<file path="config.mk">
export PLATFORM = sky130hd
export DESIGN_NAME = mem_access_unit
export DESIGN_NICKNAME = d
export VERILOG_FILES = /design/src/rtl/mem_access_unit.sv
export SDC_FILE = /design/constraint.sdc
export NUM_CORES = 1
export LEC_CHECK = 0
export BUFFER_PORTS_ARGS = -buffer_cell sky130_fd_sc_hd__buf_2
export CAP_MARGIN = 20
export CORE_ASPECT_RATIO = 0.8
export CORE_MARGIN = 8
export CORE_UTILIZATION = 40
export DETAILED_ROUTE_END_ITERATION = 8
export GPL_ROUTABILITY_DRIVEN = 0
export GPL_TIMING_DRIVEN = 0
export PLACE_DENSITY = 0.77
export REMOVE_ABC_BUFFERS = 1
export SLEW_MARGIN = 20
export SYNTH_ARGS = -nofsm -noshare
export SYNTH_HDL_FRONTEND = slang
export SYNTH_SLANG_ARGS = --single-unit
</file>
<file path="constraint.sdc">
create_clock -name clk -period 2.3 [get_ports clk]
set_clock_uncertainty 0.15 [all_clocks]
set_input_delay 0.46 -clock clk [delete_from_list [all_inputs] [get_ports clk]]
set_output_delay 0.46 -clock clk [all_outputs]
set_load 0.05 [all_outputs]
</file>
<file path="src/rtl/mem_access_unit.sv">
// mem_access_unit
//   MAR/MDR memory-access sequencer for the SLC-3 core family. Loads MAR/MDR
//   from the CPU bus, runs each memory read or write for a configurable
//   number of wait cycles, and reports completion with a start/done
//   handshake.
//
//   Optional feature macro: MEM_ACCESS_MMIO_EN
//     defined   : MAR == all-ones is an I/O address. A read captures sw_i into
//                 MDR and a write loads MDR into hex_o. Either one completes in
//                 one cycle and never touches the memory enables.
//     undefined : the all-ones address is ordinary memory, sw_i is unused and
//                 hex_o is tied to 0.
//
// Ports
//   clk, reset           clock (rising edge), async active-low reset
//   bus_i, ld_mar/ld_mdr CPU bus value and MAR/MDR load strobes
//   start_rd/start_wr    access requests (write wins when both are high)
//   busy, done           busy during wait states, one-cycle done pulse
//   mar_q, mdr_q         register contents
//   mem_addr/mem_wdata   memory address/write data (mirror MAR/MDR)
//   mem_rdata            memory read data
//   mem_mem_ena/wr_ena   memory enable / write enable
//   sw_i, hex_o          MMIO switch input / hex display register
module mem_access_unit #(
  parameter int DATA_WIDTH = 16,
  parameter int ADDR_WIDTH = 16,
  parameter int RD_LATENCY = 1,
  parameter int WR_LATENCY = 1
) (
  input  logic                  clk,
  input  logic                  reset,
  input  logic [DATA_WIDTH-1:0] bus_i,
  input  logic                  ld_mar,
  input  logic                  ld_mdr,
  input  logic                  start_rd,
  input  logic                  start_wr,
  output logic                  busy,
  output logic                  done,
  output logic [ADDR_WIDTH-1:0] mar_q,
  output logic [DATA_WIDTH-1:0] mdr_q,
  output logic [ADDR_WIDTH-1:0] mem_addr,
  output logic [DATA_WIDTH-1:0] mem_wdata,
  input  logic [DATA_WIDTH-1:0] mem_rdata,
  output logic                  mem_mem_ena,
  output logic                  mem_wr_ena,
  input  logic [DATA_WIDTH-1:0] sw_i,
  output logic [DATA_WIDTH-1:0] hex_o
);

  localparam int MAX_LAT = (RD_LATENCY > WR_LATENCY) ? RD_LATENCY : WR_LATENCY;
  localparam int CW      = $clog2(MAX_LAT + 1);

  generate
    if (RD_LATENCY < 1 || RD_LATENCY > 15) begin : g_bad_rd
      $error("mem_access_unit: RD_LATENCY must be in 1..15");
    end
    if (WR_LATENCY < 1 || WR_LATENCY > 15) begin : g_bad_wr
      $error("mem_access_unit: WR_LATENCY must be in 1..15");
    end
    if (ADDR_WIDTH > DATA_WIDTH) begin : g_bad_aw
      $error("mem_access_unit: ADDR_WIDTH must not exceed DATA_WIDTH");
    end
  endgenerate

  typedef enum logic [1:0] {IDLE, RD_WAIT, WR_WAIT, DONE} state_e;

  state_e                state_q, state_d;
  logic [CW-1:0]         cnt_q, cnt_d;
  logic [ADDR_WIDTH-1:0] mar_d;
  logic [DATA_WIDTH-1:0] mdr_d;
  logic [DATA_WIDTH-1:0] hex_q, hex_d;
  logic                  busy_q, busy_d;
  logic                  done_q, done_d;
  logic                  ena_q, ena_d;
  logic                  we_q, we_d;
  logic                  io_hit;

`ifdef MEM_ACCESS_MMIO_EN
  assign io_hit = &mar_q;
`else
  logic unused_sw;
  assign io_hit    = 1'b0;
  assign unused_sw = ^sw_i;
`endif

  always_comb begin
    state_d = state_q;
    cnt_d   = cnt_q;
    mar_d   = mar_q;
    mdr_d   = mdr_q;
    hex_d   = hex_q;
    case (state_q)
      IDLE, DONE: begin
        state_d = IDLE;
        // A start takes priority over same-cycle loads, so the access runs
        // on the MAR/MDR values already held.
        if (start_wr) begin
          if (io_hit) begin
            hex_d   = mdr_q;
            state_d = DONE;
          end else begin
            state_d = WR_WAIT;
            cnt_d   = CW'(WR_LATENCY);
          end
        end else if (start_rd) begin
          if (io_hit) begin
            mdr_d   = sw_i;
            state_d = DONE;
          end else begin
            state_d = RD_WAIT;
            cnt_d   = CW'(RD_LATENCY);
          end
        end else begin
          if (ld_mar) mar_d = bus_i[ADDR_WIDTH-1:0];
          if (ld_mdr) mdr_d = bus_i;
        end
      end
      RD_WAIT: begin
        if (cnt_q == CW'(1)) begin
          mdr_d   = mem_rdata;
          cnt_d   = '0;
          state_d = DONE;
        end else begin
          cnt_d = cnt_q - CW'(1);
        end
      end
      WR_WAIT: begin
        if (cnt_q == CW'(1)) begin
          cnt_d   = '0;
          state_d = DONE;
        end else begin
          cnt_d = cnt_q - CW'(1);
        end
      end
      default: state_d = IDLE;
    endcase
`ifndef MEM_ACCESS_MMIO_EN
    hex_d = '0;
`endif
    // Outputs are decoded from the next state so they are registered
    // alongside it and line up with the state cycle by cycle.
    busy_d = (state_d == RD_WAIT) || (state_d == WR_WAIT);
    done_d = (state_d == DONE);
    ena_d  = busy_d;
    we_d   = (state_d == WR_WAIT);
  end

  always_ff @(posedge clk or negedge reset) begin
    if (!reset) begin
      state_q <= IDLE;
      cnt_q   <= '0;
      mar_q   <= '0;
      mdr_q   <= '0;
      hex_q   <= '0;
      busy_q  <= 1'b0;
      done_q  <= 1'b0;
      ena_q   <= 1'b0;
      we_q    <= 1'b0;
    end else begin
      state_q <= state_d;
      cnt_q   <= cnt_d;
      mar_q   <= mar_d;
      mdr_q   <= mdr_d;
      hex_q   <= hex_d;
      busy_q  <= busy_d;
      done_q  <= done_d;
      ena_q   <= ena_d;
      we_q    <= we_d;
    end
  end

  assign busy        = busy_q;
  assign done        = done_q;
  assign mem_mem_ena = ena_q;
  assign mem_wr_ena  = we_q;
  assign mem_addr    = mar_q;
  assign mem_wdata   = mdr_q;
  assign hex_o       = hex_q;

endmodule

</file>
==> summary.md, run 1 <==
| Metric | Value |
|---|---|
| Core area | `5036 um2` |
| Sequential cell area fraction in the yosys report | `45.45%` |
| Hold Buf Count CTS | `0` |
| Clock buffer depth | `2` |
| DRT antenna net count | `0` |
| DRC | `0` |
| Clock Sinks | `38` |
| Clock Latency Late Sink | `0.28 ns` |
| Initial antenna violation count | `0` |
| Drt via density | `roughly 4.5` |
| Unrepaired setup endpoints after global routing | `no` |
| Port buffer count | `~110` |
| Hpwl dp | `roughly 3.6 mm` |
| Largest net degree at the start of global routing | `39` |
| Row cnt | `23` |
| Initial core utilization | `slightly above 40%` |
| GR Overflow Total | `0` |
| Pre-antenna DRT Iters | `4` |
| Worst R2R Start | `state_q[1]` |
| Hold WC Path Type | `input port to asynchronous set/reset pin` |
| Register bit count reported by yosys | `38` |
| Crit Path Category | `register to register` |
| Yosys cell types | `22` |
| Via count | `around 1400` |
| GRT Total Usage | `approximately 12%` |
| # IOs | `between 100 and 150` |
| Worst EP arrival | `between 2 and 2.5 ns` |
| Final wirelength | `between 4 and 5 mm` |
| Crit path largest cell delay | `around 0.49 ns` |
| Reg clk slew, reported paths | `around 0.07 ns` |
| Crit path from | `state_q[1]` |
| Slew HR | `between 40% and 50%` |
| Status | `finished, final reports clean` |
| Fmax | `452.9 MHz` |
| Final setup fails | `0` |
| H-tree Lvls | `2` |
| Synth area leader | `dfrtp_1` |
| Root Buffer | `clkbuf_8` |
| Crit Path Max Fanout | `16` |
| Slew Viols, Final | `0` |
| Mapped Area | `around 2100 um2` |
| Avg Inst Size Synth | `approximately 13 um2` |
| CTS tree | `done` |
| Crit share post-route | `between 90 and 100%` |
| Area Growth Syn to Fin | `16.99%` |
| Data required time of the critical path | `between 2 and 2.5 ns` |
| Die extent in x | `slightly below 100 um` |
| Most common cell after layout, fill and taps aside | `buf_2` |
| Layout cells sized above 1 | `69.20%` |
| Fillers | `464` |
| Non-filler cells, final | `around 300` |
| Fin crit period | `2.208 ns` |
| Max_cap viols | `0` |
| Clock buffer count from CTS | `5` |
| Crit path launch type | `register` |
| Crit-path cells | `inv_1 -> ha_2 -> nor2b_2 -> and3b_2 -> mux2_2` |
| CP max stage cell | `and3b_2` |
| Most frequent cells in the layout | `buf_2, dfrtp_1, mux2_2` |
| Worst setup EP type | `register` |
| Syn. warnings | `0` |
| Vias in the first global route | `~1600` |
| Worst-Margin Slew | `0.8363 ns` |
| Diode count | `0` |
| Detailed Route Iter0 Violations | `19` |
| Nets | `around 300` |
| Gate Count Post-Synth | `~160` |
| Fin util | `48.60%` |
| Hold Fails Final Rpt | `0` |
| Die area | `7815 um2` |
| First-pass GRT wire length | `between 7 and 8 mm` |
| Setup TNS | `0 ns` |
| Largest cells by area after synthesis | `dfrtp_1, mux2_2, buf_4, mux2_4, ha_1` |
| Yosys top cell area share | `about 45%` |
| Placed insts | `slightly below 300` |
| Die Ht | `slightly above 80 um` |
| Average wire per standard cell | `around 16 um` |
worst paths after layout:
check | to | slack (ns) | depth (start not counted)
min in group clk | mar_q[13] | 0.26 | 2
hold / removal | mdr_q[15] | 0.12 | 1
hold reg to reg | mar_q[13] | 0.37 | 1
setup reg to reg | mar_q[5] | 0.09 | 5
max in group asynchronous | mdr_q[4] | 1.35 | 1
setup / recovery | mar_q[5] | 0.09 | 5
cell usage after synthesis:
cell,n
a21o_1,1
a21oi_1,3
a21oi_4,1
and3b_1,1
buf_2,2
buf_4,49
buf_6,2
buf_8,1
clkbuf_1,1
conb_1,1
dfrtp_1,38
ha_1,2
inv_1,3
mux2_1,2
mux2_2,36
mux2_4,10
mux2i_1,1
nor2_1,4
nor2b_2,1
nor3_1,1
nor4_1,1
or3b_4,1
metrics by stage:
step / setup slack, ns / area, um2 / hold slack [ns]
floorplan: 0.05955 / 1729 / 0.01441
global placement: -0.4672 / 2332 / 0.3352
detailed placement: -0.5119 / 2332 / 0.3503
CTS: 0.06281 / 2447 / 0.1531
global route: 0.005678 / 2447 / 0.1970
finish: 0.09215 / 2447 / 0.1240
flip-flops by register name, summed over array words and instances, names as in the netlist:
register     count
mem_mem_ena      1
mem_wr_ena       1
done             1
state_q          2
mdr_q           16
cnt_q            1
mar_q           16
metal layers:
metal,GRT usage [%],share of wire (%),vias up
met5,0,0,-
met4,4.594,0.98,0
met3,6.512,12,5
met2,19.57,44,85
met1,13.65,43,643
li1,-,-,627
layout make-up:
| class | count | area, um2 | area share [%] |
|---|---|---|---|
| Timing Repair Buffer | 108 | 560.5 | 22.90 |
| Sequential cell | 38 | 950.9 | 38.85 |
| Inverter | 3 | 11.26 | 0.4601 |
| Multi-Input combinational cell | 81 | 770.7 | 31.49 |
| Tap cell | 62 | 77.57 | 3.170 |
| Clock buffer | 7 | 76.32 | 3.119 |
critical path, delay by kind of cell (launching register included):
family	cells	cell delay, ns
simple gates	2	0.72
fa+ha+maj	1	0.40
mux	1	0.39
flops	1	0.37
buf+inv	1	0.05
cells by family after synthesis:
| kind of cell | share of synthesized area [%] |
|---|---|
| AO/OA/AOI/OAI | 1.854 |
| flip-flops | 45.45 |
| other | 0.1793 |
| multiplexers | 28.11 |
| AND/OR/NAND/NOR | 2.631 |
| adder cells (fa/ha/maj) | 1.196 |
| buffers and inverters | 20.57 |
what timing repair did:
action                                  CTS  global route
gates resized for setup                   2             0
setup buffers                             3             0
endpoints found under the setup margin   32             0
Power of run 1 is not shown: default switching activity piles up to over one toggle a cycle in this logic, so the estimate is an artifact.
==> inputs of run 2 (changes only) <==
Settings changed: ABC_AREA set to 1, REMOVE_ABC_BUFFERS 1 to not set.
==> run 2 against run 1 <==
  * Sequential share of layout area shrank 5.0 points
  * Die area is 1.3% lower
  * Via count up 40%
  * Routed wire length increased by 25%
  * Clock-buffer cell count is the same
  * Register-to-register slack improved by 0.35 ns
  * Synthesized cell count is 55% higher
  * Cell area is 15% higher
  * Maximum frequency rose by 19%
  * Global-route usage grew 3.6 points
==> summary.md, run 2 <==
| Metric | Value |
|---|---|
| Status | `finished, final reports clean` |
| GR Overflow Total | `0 (unchanged)` |
| Hold Fails Final Rpt | `0 (unchanged)` |
| Initial antenna violation count | `0 (unchanged)` |
| Clock Latency Late Sink | `0.28 ns (about the same)` |
| Data required time of the critical path | `2.29 ns (-0.02 ns)` |
| Crit path from | `state_q[0]` |
| Worst setup EP type | `register` |
| Fin crit period | `1.856 ns (-0.3517 ns)` |
| Fin worst setup slack | `0.4439 ns (+0.3517 ns)` |
| Buf/Inv on CP | `1 (unchanged)` |
| Clock buffer depth | `2 (unchanged)` |
| Crit-path cells | `ha_1 -> nand3_1 -> clkbuf_1 -> o21ai_0` |
| Max_cap viols | `0 (unchanged)` |
| Diode count | `0 (unchanged)` |
| Slew HR | `43.01% (-1.2 points)` |
| EDFF count, synth | `0 (unchanged)` |
| Die Ht | `80.18 um (-0.63%)` |
| Yosys cell types | `18 (-18%)` |
| Biggest regs | `mar_q (16), mdr_q (16), state_q (2)` |
| Worst-Margin Slew | `0.8548 ns (+0.01852 ns)` |
| Core area | `4979 um2 (-1.1%)` |
| Slew Viols, Final | `0 (unchanged)` |
| Fmax | `538.8 MHz (+19%)` |
| Most frequent cells in the layout | `buf_2, nand2_1, buf_4` |
| Crit share post-route | `80.70% (-15 points)` |
| Fraction of registers with async set or reset after synthesis | `100.0% (unchanged)` |
| Crit Path Category | `register to register` |
| Gate Count Post-Synth | `251 (+55%)` |
| Average wire per standard cell | `13.56 um (-15%)` |
| Setup TNS | `0 ns (unchanged)` |
| Delay-heaviest family, CP | `buffers and inverters` |
| Largest cells by area after synthesis | `dfrtp_1, buf_4, nand2_1, o21ai_0, nand3_1` |
| Fillers | `475 (+2.4%)` |
| Final setup fails | `0 (unchanged)` |
| Count leader, synth | `nand2_1` |
| DRT antenna net count | `0 (unchanged)` |
| CTS tree | `done` |
| First-pass GRT wire length | `9.466 mm (+22%)` |
| Worst R2R Setup Slack | `0.44 ns (+0.35 ns)` |
| Place WS | `0.4359 ns (+0.9478 ns)` |
| Worst R2R Start | `state_q[0]` |
| H-tree Lvls | `2 (unchanged)` |
| GRT Total Usage | `15.79% (+3.6 points)` |
| Initial core utilization | `41.37% (-0.17 points)` |
| Yosys top cell area share | `46.17% (+0.72 points)` |
| PostCTS Resize Cnt | `0 (-2)` |
| Synth area leader | `dfrtp_1` |
| Ys flop type | `dfrtp_1` |
| Most common cell after layout, fill and taps aside | `buf_2` |
| Reg clk slew, reported paths | `0.07 ns (about the same)` |
| Postcts setup bufs | `0 (-3)` |
| Drt via density | `4.313 (-5.2%)` |
| Hold Buf Count CTS | `0 (unchanged)` |
| Root Buffer | `clkbuf_8` |
| Largest net degree at the start of global routing | `39 (unchanged)` |
| Worst R2R End | `mar_q[14]` |
| Worst path depth | `4 (-1)` |
| # IOs | `138 (unchanged)` |
| Crit path launch type | `register` |
| Avg Inst Size Synth | `8.205 um2 (-36%)` |
| Hold WC Path Type | `input port to asynchronous set/reset pin` |
| Register bit count reported by yosys | `38 (unchanged)` |
| Pre-antenna DRT Iters | `6 (+2)` |
| Vias in the first global route | `1977 (+27%)` |
| Nets | `434 (+48%)` |
| Unrepaired setup endpoints after global routing | `no` |
| DRC | `0 (unchanged)` |
| Syn. warnings | `0 (unchanged)` |
| Most common library cells after synthesis | `nand2_1, buf_4, dfrtp_1, o21ai_0, inv_1` |
| Worst EP arrival | `1.85 ns (-0.37 ns)` |
| Via count | `1902 (+40%)` |
| Hpwl dp | `4.686 mm (+30%)` |
| Detailed Route Iter0 Violations | `62 (+43)` |
| Crit Path Max Fanout | `10 (-6)` |
| Clock Sinks | `38 (unchanged)` |
| Area Growth Syn to Fin | `36.45%` |
| Sequential cell area fraction in the yosys report | `46.17% (+0.72 points)` |
| Die area | `7715 um2 (-1.3%)` |
| Layout cells sized above 1 | `44.85% (-24 points)` |
| Mapped Area | `2059 um2 (-1.6%)` |
| Clock buffer count from CTS | `5 (unchanged)` |
| Worst-case reg-to-reg path depth | `4 (-1)` |
| Die extent in x | `96.23 um (-0.65%)` |
| Row cnt | `23 (unchanged)` |
| Final wirelength | `5.980 mm (+25%)` |
| Port buffer count | `105 (unchanged)` |
| CP max stage cell | `clkbuf_1` |
| Worst Setup EP | `mar_q[14]` |
| Crit path largest cell delay | `0.42 ns (-0.07 ns)` |
[run 2: cell count changes after synthesis, sizes merged, moves of 3 or more]
cell,delta
clkbuf,+4
o21ai,+34
mux2,-48
nand2,+72
inv,+19
a21oi,-3
nand3,+18
[run 2: logic make-up (layout without fill, tap and decap cells)]
family,count (synthesis),in the layout,share of synthesized area (%)
other cells,1,16,0.1821
buf+inv,81,194,24.60
flops,38,38,46.17
fa+ha+maj,2,2,1.215
simple gates,94,94,18.77
compound gates,35,35,9.052
[run 2: final cells by class]
class / instances / area, um2 / area share, %
Inverter: 22 / 82.58 / 2.939
Buffer: 59 / 424.2 / 15.09
Timing Repair Buffer: 105 / 525.5 / 18.70
Clock buffer: 7 / 86.33 / 3.072
Clock inverter: 1 / 5.005 / 0.1781
Tap cell: 62 / 77.57 / 2.760
Multi-Input combinational cell: 147 / 658.1 / 23.42
Sequential cell: 38 / 950.9 / 33.84
[run 2: per-stage QoR]
stage	instance area [um2]	hold slack (ns)	util, %	cells
finish	2810	0.1311	56.45	441
global route	2810	0.1913	56.45	441
CTS	2810	0.1661	56.45	441
detailed placement	2719	0.3345	54.61	433
global placement	2719	0.3299	54.61	433
floorplan	2116	0.01441	-	266
[run 2: how the worst min path moves through the flow]
stage / slack [ns] / end / startpoint / depth (start not counted)
global route: 0.19 / mem_wr_ena / reset / 1
finish: 0.13 / state_q[0] / reset / 1
detailed placement: 0.33 / mdr_q[11] / mdr_q[11] / 2
CTS: 0.17 / mem_wr_ena / reset / 1
global placement: 0.33 / mdr_q[14] / mdr_q[14] / 2
floorplan: 0.01 / cnt_q / reset / 0
[run 2: per-layer routing]
layer	global-route usage, %	share of wire [%]	wire [um]	up-vias
met2	27.24	48	2845	72
met5	0	0	0	-
met4	2.757	0.30	18	0
li1	-	-	-	970
met1	18.50	43	2594	858
met3	5.680	8.7	522	2
Power of run 2 is left out for the same reason.
==> inputs of run 3 (changes only) <==
Settings changed: ABC_AREA 1 to 0, CORE_UTILIZATION 40 to 38.
Clock period 2.3 ns to 1.7 ns, I/O delays scaled along.
==> run 3 against run 2 <==
  * The flow now finishes with violations (setup timing)
  * Cell area rose by 13%
  * Clock-buffer cell count down 1
  * Register-to-register slack worse by 0.69 ns
  * Worst setup slack worse by 0.69 ns
  * Routed wire length shrank 6.6%
  * Utilization is 2.6 points higher
  * Final cell count fell by 17%
  * Non-clock buffer count grew 9
  * Maximum frequency fell by 4.5%
  * Largest cell class is now buffers
==> summary.md, run 3 (synthesis gave the netlist of run 1 again) <==
| Metric | Value |
|---|---|
| Status | `complete, but fails checks` |
| Violated checks | `setup timing` |
| Crit-path cells | `inv_2 -> ha_4 -> nor2b_4 -> and3b_1 -> buf_6 -> buf_12 -> buf_12 -> mux2_4` |
| Worst R2R Start | `state_q[1]` |
| Die area | `8150 um2 (+5.6%)` |
| Die extent in x | `98.96 um (+2.8%)` |
| Die Ht | `82.37 um (+2.7%)` |
| Worst EP arrival | `1.95 ns (+0.10 ns)` |
| First-pass GRT wire length | `8.404 mm (-11%)` |
| H-tree Lvls | `2 (unchanged)` |
| Max_cap viols | `0 (unchanged)` |
| Unrepaired setup endpoints after global routing | `yes` |
| Storage element area | `950.9 um2 (unchanged)` |
| Vias in the first global route | `1713 (-13%)` |
| Setup TNS | `-5.786 ns (-5.786 ns)` |
| Hold WC Path Type | `input port to asynchronous set/reset pin` |
| Fin crit period | `1.944 ns (+0.08813 ns)` |
| Area Growth Syn to Fin | `51.79%` |
| Worst-Margin Slew | `0.8900 ns (+0.03518 ns)` |
| Via count | `1568 (-18%)` |
| Crit path largest cell delay | `0.38 ns (-0.04 ns)` |
| Crit path launch type | `register` |
| Average wire per standard cell | `15.26 um (+13%)` |
| Drt via density | `4.284 (-0.67%)` |
| CP max stage cell | `dfrtp_1` |
| Layout cells sized above 1 | `79.07% (+34 points)` |
| Most common cell after layout, fill and taps aside | `buf_2` |
| Worst R2R Setup Slack | `-0.24 ns (-0.69 ns)` |
| Final setup fails | `33 (+33)` |
| Worst setup EP type | `register` |
| Crit share post-route | `114.4% (+34 points)` |
| CTS tree | `done` |
| GR Overflow Total | `0 (unchanged)` |
| Core area | `5375 um2 (+8.0%)` |
| Multi-input logic area | `909.6 um2 (+38%)` |
| Slew Viols, Final | `0 (unchanged)` |
| Slew HR | `40.67% (-2.3 points)` |
| Nets | `358 (-18%)` |
| Hpwl dp | `4.106 mm (-12%)` |
| Hold Slack | `0.02957 ns (-0.1015 ns)` |
| Reg clk slew, reported paths | `0.07 ns (about the same)` |
| Fillers | `444 (-6.5%)` |
| Clock buffer count from CTS | `5 (unchanged)` |
| Detailed Route Iter0 Violations | `20 (-68%)` |
| Row cnt | `24 (+4.3%)` |
| Data required time of the critical path | `1.71 ns (-0.58 ns)` |
| Largest net degree at the start of global routing | `39 (unchanged)` |
| Crit path from | `state_q[1]` |
| Fmax | `514.3 MHz (-4.5%)` |
| Biggest regs | `mar_q (16), mdr_q (16), state_q (2)` |
| # IOs | `138 (unchanged)` |
| Clock Latency Late Sink | `0.28 ns (about the same)` |
| DRC | `0 (unchanged)` |
| Clock Sinks | `38 (unchanged)` |
| GRT Total Usage | `12.93% (-2.9 points)` |
| Initial core utilization | `38.92% (-2.4 points)` |
| Crit Path Category | `register to register` |
| Crit Path Max Fanout | `5 (-5)` |
| Initial antenna violation count | `0 (unchanged)` |
| Root Buffer | `clkbuf_8` |
| CP most frequent cell | `buf_12` |
| Fin worst setup slack | `-0.2443 ns (-0.6881 ns)` |
| Pre-antenna DRT Iters | `4 (-2)` |
| Hold Fails Final Rpt | `0 (unchanged)` |
| Hold Buf Count CTS | `0 (unchanged)` |
| Port buffer count | `105 (unchanged)` |
| Most frequent cells in the layout | `buf_2, buf_4, dfrtp_1` |
| DRT antenna net count | `0 (unchanged)` |
| Clock buffer depth | `2 (unchanged)` |
| Final wirelength | `5.586 mm (-6.6%)` |
| Diode count | `0 (unchanged)` |
-- run 3: through the flow --
| stage | cell area, um2 | setup WS (ns) | cells | utilization [%] |
|---|---|---|---|---|
| floorplan | 2225 | -0.2288 | 177 | - |
| detailed placement | 2831 | -0.4345 | 347 | 52.68 |
| CTS | 3073 | -0.3609 | 363 | 57.17 |
| global placement | 2831 | -0.4112 | 347 | 52.68 |
| global route | 3176 | -0.2873 | 366 | 59.08 |
| finish | 3176 | -0.2443 | 366 | 59.08 |
-- run 3: final timing paths --
path,endpoint,cells past startpoint
setup / recovery,mar_q[6],8
hold / removal,mdr_q[3],1
setup reg to reg,mar_q[6],8
hold reg to reg,mdr_q[2],1
max in group asynchronous,mar_q[13],1
min in group clk,mar_q[7],2
-- run 3: final cells by class --
type                       instances  area share, %
timing repair buffer             120          22.26
multi-input combinational         81          28.64
sequential                        38          29.94
clock buffer                       6          2.600
inverter                           3         0.3546
tap                               65          2.561
buffer                            53          13.63
-- run 3: repair_timing --
action / CTS / global route
endpoints found under the setup margin: 32 / 34
resized for setup: 9 / 19
setup buffers: 9 / 6
pin swaps: 2 / 6
gates cloned: 1 / 1
-- run 3: critical path, delay by kind of cell (launching register included) --
family | cells | cell delay (ns)
buffers and inverters | 4 | 0.42
flip-flops | 1 | 0.38
AND/OR/NAND/NOR | 2 | 0.31
multiplexers | 1 | 0.30
adder cells (fa/ha/maj) | 1 | 0.27
-- run 3: per-layer routing --
layer	vias up	GRT usage [%]	routed length, um
li1	761	-	-
met1	744	14.44	2372
met2	61	23.08	2775
met3	2	4.188	397
met4	0	4.580	40
met5	-	0	0
Power of run 3 is left out for the same reason.
